<file path="config.mk">
export PLATFORM = sky130hd
export DESIGN_NAME = systolic_outer_acc_flat
export DESIGN_NICKNAME = d
export VERILOG_FILES = /design/src/rtl/systolic_outer_acc_if.sv /design/src/rtl/systolic_outer_acc.sv /design/src/flat_wrapper.sv
export SDC_FILE = /design/constraint.sdc
export NUM_CORES = 2
export LEC_CHECK = 0
export BUFFER_PORTS_ARGS = -buffer_cell sky130_fd_sc_hd__buf_2
export CAP_MARGIN = 20
export CORE_ASPECT_RATIO = 0.5
export CORE_UTILIZATION = 41
export CTS_CLUSTER_DIAMETER = 50
export DETAILED_ROUTE_END_ITERATION = 7
export HOLD_SLACK_MARGIN = 0.02
export PLACE_DENSITY = 0.59
export SETUP_SLACK_MARGIN = 0.1
export SLEW_MARGIN = 20
export SYNTH_ARGS = -nofsm -noshare
export SYNTH_HDL_FRONTEND = slang
export SYNTH_SLANG_ARGS = --single-unit
</file>
<file path="constraint.sdc">
create_clock -name clk -period 13.5 [get_ports clk]
set_clock_uncertainty 0.15 [all_clocks]
set_input_delay 2.025 -clock clk [delete_from_list [all_inputs] [get_ports clk]]
set_output_delay 2.025 -clock clk [all_outputs]
set_load 0.02 [all_outputs]
</file>
<file path="src/rtl/systolic_outer_acc_if.sv">
// Bus bundle for systolic_outer_acc.
//   ena            global enable (all state holds when low)
//   mode[1:0]      00 load/compute, 01 readout, 10 clear, 11 idle
//   in_data/valid  operand byte stream into the tile
//   in_ready       tile can take the byte offered this cycle
//   out_data/valid registered readout byte stream
//   busy           compute sweep running
//   sat_flag       sticky accumulator clamp indicator
// master = driver (wrapper / bench), slave = the tile.
interface systolic_outer_acc_if;
    logic       ena;
    logic [1:0] mode;
    logic [7:0] in_data;
    logic       in_valid;
    logic       in_ready;
    logic [7:0] out_data;
    logic       out_valid;
    logic       busy;
    logic       sat_flag;

    modport master (
        output ena, mode, in_data, in_valid,
        input  in_ready, out_data, out_valid, busy, sat_flag
    );
    modport slave (
        input  ena, mode, in_data, in_valid,
        output in_ready, out_data, out_valid, busy, sat_flag
    );
endinterface

</file>
<file path="src/rtl/systolic_outer_acc.sv">
// systolic_outer_acc: byte-loaded NxN outer-product accumulator tile.
// A and B vectors (N signed DW-bit operands each, MSB byte first) stream in
// over an 8-bit port into shadow registers; the final byte hands them to the
// working registers and starts an N-cycle sweep that adds row r of A*B^T into
// C each cycle. C is read back byte-serially, MSB byte first, row major.
// Ports: clk, rst_n (synchronous, active low), bus (systolic_outer_acc_if.slave).
// Build option: define SATURATE_EN to clamp each accumulate to the signed
// ACC_W range and raise the sticky sat_flag; otherwise arithmetic wraps and
// sat_flag stays 0.

// One column lane: acc + a*b with sign-extended product.
module systolic_outer_acc_mac #(
    parameter int DW    = 8,
    parameter int ACC_W = 24
) (
    input  logic signed [DW-1:0]    a_i,
    input  logic signed [DW-1:0]    b_i,
    input  logic signed [ACC_W-1:0] acc_i,
    output logic [ACC_W-1:0]        acc_o,
    output logic                    clamp_o
);
    logic signed [2*DW-1:0]  prod;
    logic signed [ACC_W-1:0] ext;

    assign prod = a_i * b_i;
    assign ext  = ACC_W'(prod);

`ifdef SATURATE_EN
    logic [ACC_W:0] sum;

    // One guard bit: overflow when the guard and sign bits disagree.
    assign sum = {acc_i[ACC_W-1], acc_i} + {ext[ACC_W-1], ext};

    always_comb begin
        clamp_o = sum[ACC_W] ^ sum[ACC_W-1];
        acc_o   = sum[ACC_W-1:0];
        if (clamp_o)
            acc_o = sum[ACC_W] ? {1'b1, {(ACC_W-1){1'b0}}} : {1'b0, {(ACC_W-1){1'b1}}};
    end
`else
    assign acc_o   = acc_i + ext;
    assign clamp_o = 1'b0;
`endif
endmodule

module systolic_outer_acc #(
    parameter int N     = 4,
    parameter int DW    = 8,
    parameter int ACC_W = 24
) (
    input logic            clk,
    input logic            rst_n,
    systolic_outer_acc_if.slave bus
);
    localparam int BPO = DW / 8;
    localparam int BPA = ACC_W / 8;
    localparam int NOP = 2 * N;
    localparam int AW  = (N > 1) ? $clog2(N) : 1;
    localparam int EW  = $clog2(NOP);
    localparam int OBW = (BPO > 1) ? $clog2(BPO) : 1;
    localparam int CW  = (N * N > 1) ? $clog2(N * N) : 1;
    localparam int RBW = (BPA > 1) ? $clog2(BPA) : 1;

    localparam logic [EW-1:0]  LEL_LAST = EW'(NOP - 1);
    localparam logic [OBW-1:0] LBY_LAST = OBW'(BPO - 1);
    localparam logic [CW-1:0]  REL_LAST = CW'(N * N - 1);
    localparam logic [RBW-1:0] RBY_LAST = RBW'(BPA - 1);
    localparam logic [AW-1:0]  ROW_LAST = AW'(N - 1);

    logic [1:0]     mode_q, mode_d;
    logic [EW-1:0]  lel_q, lel_d, lel_e;   // load operand index
    logic [OBW-1:0] lby_q, lby_d, lby_e;   // load byte within operand
    logic [CW-1:0]  rel_q, rel_d, rel_e;   // readout element index
    logic [RBW-1:0] rby_q, rby_d, rby_e;   // readout byte within element
    logic [AW-1:0]  row_q, row_d;
    logic           busy_q, busy_d;
    logic [7:0]     out_data_q, out_data_d;
    logic           out_valid_q, out_valid_d;
    logic           sat_q, sat_d;

    logic [N-1:0][DW-1:0]      ain_q, ain_d, bin_q, bin_d, a_q, a_d, b_q, b_d;
    logic [N*N-1:0][ACC_W-1:0] c_q, c_d;

    logic [N-1:0][ACC_W-1:0] c_row, mac_sum;
    logic [N-1:0]            mac_clamp;

    logic mode_chg, last_byte, in_ready_c, accept;
    int   sh;

    always_comb begin
        for (int j = 0; j < N; j++)
            c_row[j] = c_q[CW'(int'(row_q) * N + j)];
    end

    for (genvar j = 0; j < N; j++) begin : g_lane
        systolic_outer_acc_mac #(.DW(DW), .ACC_W(ACC_W)) u_mac (
            .a_i    (a_q[row_q]),
            .b_i    (b_q[j]),
            .acc_i  (c_row[j]),
            .acc_o  (mac_sum[j]),
            .clamp_o(mac_clamp[j])
        );
    end

    always_comb begin
        // Any mode change restarts both byte streams from index 0 this cycle.
        mode_chg = (bus.mode != mode_q);
        lel_e    = mode_chg ? '0 : lel_q;
        lby_e    = mode_chg ? '0 : lby_q;
        rel_e    = mode_chg ? '0 : rel_q;
        rby_e    = mode_chg ? '0 : rby_q;

        mode_d      = bus.mode;
        lel_d       = lel_e;
        lby_d       = lby_e;
        rel_d       = rel_e;
        rby_d       = rby_e;
        row_d       = row_q;
        busy_d      = busy_q;
        out_data_d  = out_data_q;
        out_valid_d = 1'b0;
        sat_d       = sat_q;
        ain_d       = ain_q;
        bin_d       = bin_q;
        a_d         = a_q;
        b_d         = b_q;
        c_d         = c_q;

        // The final byte of a pair waits while the working registers are in use.
        last_byte  = (lel_e == LEL_LAST) && (lby_e == LBY_LAST);
        in_ready_c = !(busy_q && last_byte);
        accept     = bus.in_valid && in_ready_c && (bus.mode == 2'b00);

        sh = 8 * (BPA - 1 - int'(rby_e));

        if (busy_q) begin
            for (int j = 0; j < N; j++)
                c_d[CW'(int'(row_q) * N + j)] = mac_sum[j];
            sat_d = sat_q | (|mac_clamp);
            if (row_q == ROW_LAST) busy_d = 1'b0;
            else                   row_d  = row_q + 1'b1;
        end

        case (bus.mode)
            2'b00: begin
                if (accept) begin
                    if (int'(lel_e) < N)
                        ain_d[AW'(lel_e)] = DW'({ain_q[AW'(lel_e)], bus.in_data});
                    else
                        bin_d[AW'(int'(lel_e) - N)] = DW'({bin_q[AW'(int'(lel_e) - N)], bus.in_data});
                    if (lby_e == LBY_LAST) begin
                        lby_d = '0;
                        if (last_byte) begin
                            // Handoff includes the byte landing this cycle.
                            lel_d  = '0;
                            a_d    = ain_d;
                            b_d    = bin_d;
                            busy_d = 1'b1;
                            row_d  = '0;
                        end else begin
                            lel_d = lel_e + 1'b1;
                        end
                    end else begin
                        lby_d = lby_e + 1'b1;
                    end
                end
            end
            2'b01: begin
                if (!busy_q) begin
                    out_data_d  = 8'(c_q[rel_e] >> sh);
                    out_valid_d = 1'b1;
                    if (rby_e == RBY_LAST) begin
                        rby_d = '0;
                        rel_d = (rel_e == REL_LAST) ? '0 : rel_e + 1'b1;
                    end else begin
                        rby_d = rby_e + 1'b1;
                    end
                end
            end
            2'b10: begin
                c_d    = '0;
                sat_d  = 1'b0;
                busy_d = 1'b0;
                row_d  = '0;
                lel_d  = '0;
                lby_d  = '0;
                rel_d  = '0;
                rby_d  = '0;
            end
            default: ;
        endcase
    end

    always_ff @(posedge clk) begin
        if (!rst_n) begin
            mode_q      <= 2'b00;
            lel_q       <= '0;
            lby_q       <= '0;
            rel_q       <= '0;
            rby_q       <= '0;
            row_q       <= '0;
            busy_q      <= 1'b0;
            out_data_q  <= 8'h00;
            out_valid_q <= 1'b0;
            sat_q       <= 1'b0;
            ain_q       <= '0;
            bin_q       <= '0;
            a_q         <= '0;
            b_q         <= '0;
            c_q         <= '0;
        end else if (bus.ena) begin
            mode_q      <= mode_d;
            lel_q       <= lel_d;
            lby_q       <= lby_d;
            rel_q       <= rel_d;
            rby_q       <= rby_d;
            row_q       <= row_d;
            busy_q      <= busy_d;
            out_data_q  <= out_data_d;
            out_valid_q <= out_valid_d;
            sat_q       <= sat_d;
            ain_q       <= ain_d;
            bin_q       <= bin_d;
            a_q         <= a_d;
            b_q         <= b_d;
            c_q         <= c_d;
        end
    end

    assign bus.in_ready  = in_ready_c;
    assign bus.out_data  = out_data_q;
    assign bus.out_valid = out_valid_q;
    assign bus.busy      = busy_q;
    // Clamps are never raised in the wrapping build, so this stays 0 there.
    assign bus.sat_flag  = sat_q;
endmodule

</file>
<file path="src/flat_wrapper.sv">
// flat-port wrapper written by rule: the top's interface ports become plain ports
module systolic_outer_acc_flat 
#(
    parameter int N     = 4,
    parameter int DW    = 8,
    parameter int ACC_W = 24
)
  (clk, rst_n, bus_ena, bus_mode, bus_in_data, bus_in_valid, bus_in_ready, bus_out_data, bus_out_valid, bus_busy, bus_sat_flag);
  systolic_outer_acc_if bus_i ();
  input logic clk;
  input logic rst_n;
  input wire logic [$bits(bus_i.ena)-1:0] bus_ena;
  input wire logic [$bits(bus_i.mode)-1:0] bus_mode;
  input wire logic [$bits(bus_i.in_data)-1:0] bus_in_data;
  input wire logic [$bits(bus_i.in_valid)-1:0] bus_in_valid;
  output wire logic [$bits(bus_i.in_ready)-1:0] bus_in_ready;
  output wire logic [$bits(bus_i.out_data)-1:0] bus_out_data;
  output wire logic [$bits(bus_i.out_valid)-1:0] bus_out_valid;
  output wire logic [$bits(bus_i.busy)-1:0] bus_busy;
  output wire logic [$bits(bus_i.sat_flag)-1:0] bus_sat_flag;
  assign bus_i.ena = bus_ena;
  assign bus_i.mode = bus_mode;
  assign bus_i.in_data = bus_in_data;
  assign bus_i.in_valid = bus_in_valid;
  assign bus_in_ready = bus_i.in_ready;
  assign bus_out_data = bus_i.out_data;
  assign bus_out_valid = bus_i.out_valid;
  assign bus_busy = bus_i.busy;
  assign bus_sat_flag = bus_i.sat_flag;
  systolic_outer_acc #(.N(N), .DW(DW), .ACC_W(ACC_W)) u_core (.clk(clk), .rst_n(rst_n), .bus(bus_i));
endmodule
</file>
==> flow_summary.yaml <==
global_route:
  overflow: 0
  grt_first_pass_wirelength_um: 188000
  antenna_found_initial: 4
  grt_usage_pct: 23.9
  grt_pass1_vias: 31200
  grt_max_degree: 164
power_and_ir_drop:
  power_leakage_nw: 19.6
  switching_share_pct: 23.8
  clkPwrFrac_pct: 50.4
  p_seq_share_pct: 46.8
  p_switching_uw: 804
  p_comb_share_pct: 2.8
  power.density_mw_per_mm2: 76.7
  peakVddDrop_uv: 98.7
  power.internal_mw: 2.58
floorplan:
  start_util_pct: 41.7
  io_pins: 26
  core_area_mm2: 0.0985
  die_w_um: 450
  die_area_mm2: 0.102
  die_h_um: 226
  placementRows: 81
cts:
  postCtsSetupRepairBufs: 0
  insertion_delay_ns: 0.67
  clk_pin_slew_ns: 0.07
  cts_buffers: 57
  cts_max_level: 2
  cts_tree: "built"
  cts_sinks: 536
  ctsLongestPathBuffers: 3
  cts_root_buf: "clkbuf_16"
  post_cts_resized: 0
  cts_hold_buf: 0
detailed_routing:
  drc_errors: 0
  wl_met2_um: 52800
  wl_met1_um: 55300
  wl_met3_um: 8690
  drt-initial-drc-count: 2590
  top_layer: "met4"
  drtAntennaViolNets: 0
  first_pass_iters: 6
  routedWlPerCell_um: 22.1
  vias: 30700
  viasPerCell: 5.66
  routed_wl_um: 120000
yosys:
  yosysTopAreaCellShare_pct: 26.1
  synth.most_common_cell: "dfxtp_1"
  synth-main-ff-cell: "dfxtp_1"
  syn_area_mm2: 0.0411
  yosys_warnings: 0
  async_reset_ff_share_pct: 0
  synth.avg_cell_area_um2: 9.83
  syn_inst: 4179
  synth_edf_count: 0
  syn_nets: 4838
  synthTopCellsByArea: "dfxtp_1 (26%), fa_1 (20%), ha_1 (7.0%)"
  yosys.area.top_type: "dfxtp_1"
  synth_common_cells: "dfxtp_1 (536), inv_1 (496), fa_1 (416)"
  ys_types: 77
  synth.ff_latch_count: 536
  seq_area_frac_synth_pct: 26.1
sta:
  tightestPinTransition_ns: 1.10
  setup_viol: 0
  finalHoldViolCount: 0
  max_slew_margin_pct: 26.8
  timing.fmax_mhz: 126
  min_period_ns: 7.93
  slew_viol_final: 0
  worst_slack_ns: 5.57
  min_period_over_period_pct: 58.7
  tns_ns: 0
  rsz0062_at_grt: "no"
job:
  maxCapViolations: 0
outcome:
  outcome: "completed"
min_path:
  hp-class: "flip-flop to flip-flop"
worst_setup_path:
  crit_required_ns: 13.85
  setup.worst_path.start_class: "flip-flop"
  criticalPathCategory: "flip-flop to flip-flop"
  cp_slowest_stage_delay_ns: 1.01
  crit_buf_inv: 2
  arrival_ns: 8.28
  cpMostUsedCell: "fa_1"
  path_cells: "mux4_2, and2_1, inv_1, fa_1, inv_1, fa_1, fa_1, fa_1, fa_1, ha_1, o21ai_0, o21ai_0, nand3_1, a31oi_1, a2111oi_0, a311oi_1, o21ai_0"
  cp_max_fo: 39
  cp-end-kind: "flip-flop"
  cp_top_family: "adder cells"
  worst_path_max_delay_cell: "mux4_2"
finish:
  fin_util_pct: 44.8
  nFillCells: 9324
  area_growth_pct: 7.39
  nets: 4698
  drive_above_1_share_pct: 8.17
place:
  dp_slack_ns: 5.59
  hpwlAfterDp_um: 86800
  place_congestion: 0.908
  port_buffers: 24
registers in the layout, indices dropped and copies added (netlist names):
| register | cells |
|---|---|
| u_core.row_q | 2 |
| u_core.lby_q | 1 |
| u_core.rel_q | 4 |
| u_core.ain_q | 32 |
| u_core.bus.out_valid | 1 |
| u_core.b_q | 32 |
| u_core.a_q | 32 |
| u_core.bus.busy | 1 |
| u_core.lel_q | 3 |
| u_core.bus.out_data | 8 |
| u_core.bin_q | 32 |
| u_core.rby_q | 2 |
| u_core.mode_q | 2 |
| u_core.c_q | 384 |
worst min-delay path, stage by stage, from the launching register on:
cell and delay, ns:
dfxtp_1 0.33, nand2_1 0.05, o21ai_0 0.05
worst paths after layout:
kind / startpoint / endpoint / slack [ns] / cells past startpoint
worst min-delay path: u_core.bus.out_data[4] / u_core.bus.out_data[4] / 0.32 / 2
worst max register to register: u_core.row_q[0] / u_core.c_q[71] / 5.57 / 17
worst max-delay path: u_core.row_q[0] / u_core.c_q[71] / 5.57 / 17
worst min register to register: u_core.bus.out_data[4] / u_core.bus.out_data[4] / 0.32 / 2
power groups by stage:
| stage | clock network [mW] | logic, mW | registers, mW |
|---|---|---|---|
| after floorplan | 0 | 0.0557 | 1.62 |
| after global placement | 0 | 0.0915 | 1.62 |
| after detailed placement | 0 | 0.0925 | 1.62 |
| after CTS | 1.73 | 0.0926 | 1.58 |
| after global routing | 1.80 | 0.0983 | 1.58 |
| final | 1.71 | 0.0939 | 1.58 |
cells by family after synthesis:
group	count (synthesis)	synth area share (%)
AOI/OAI and AO/OA	744	12.4
adders and majority gates	645	27.2
muxes	331	11.8
other	1	0.00913
and+or+nand+nor	1078	13.1
DFF	536	26.1
buffers and inverters	758	7.37
xor gates and xnor gates	86	1.94
layer usage:
metal	up-vias	track usage, %
met5	-	0
met4	0	6.21
met3	177	3.86
met2	1007	37.2
met1	15600	34.5
li1	13900	-
final cells by class:
cell class,count,area (µm²),share of cell area [%]
clock inverter,28,405,0.919
sequential,536,10700,24.4
clock buffer,78,1650,3.73
antenna,2,5.00,0.0113
inverter,498,1880,4.25
tap,1328,1660,3.77
timing repair buffer,61,405,0.919
multi-input combinational,2885,27400,62.0
placed cells by master, fill, tap and decap left out, types with 108 or more instances in the layout:
cell type	count
inv_1	495
ha_1	229
mux2i_1	197
dfxtp_1	532
mux4_2	121
a22oi_1	108
fa_1	416
and2_1	333
a21oi_1	154
nor2_1	298
o21ai_0	124
nand2_1	238
metrics by stage:
stage / cells / instance area, µm² / hold slack (ns) / power, mW
floorplan: 4179 / 41100 / 0.285 / 1.68
global placement: 5307 / 42000 / 0.311 / 1.71
detailed placement: 5307 / 42000 / 0.314 / 1.71
CTS: 5413 / 44100 / 0.326 / 3.40
global route: 5414 / 44100 / 0.339 / 3.48
finish: 5416 / 44100 / 0.316 / 3.38
(Power assumes the default switching activity.)
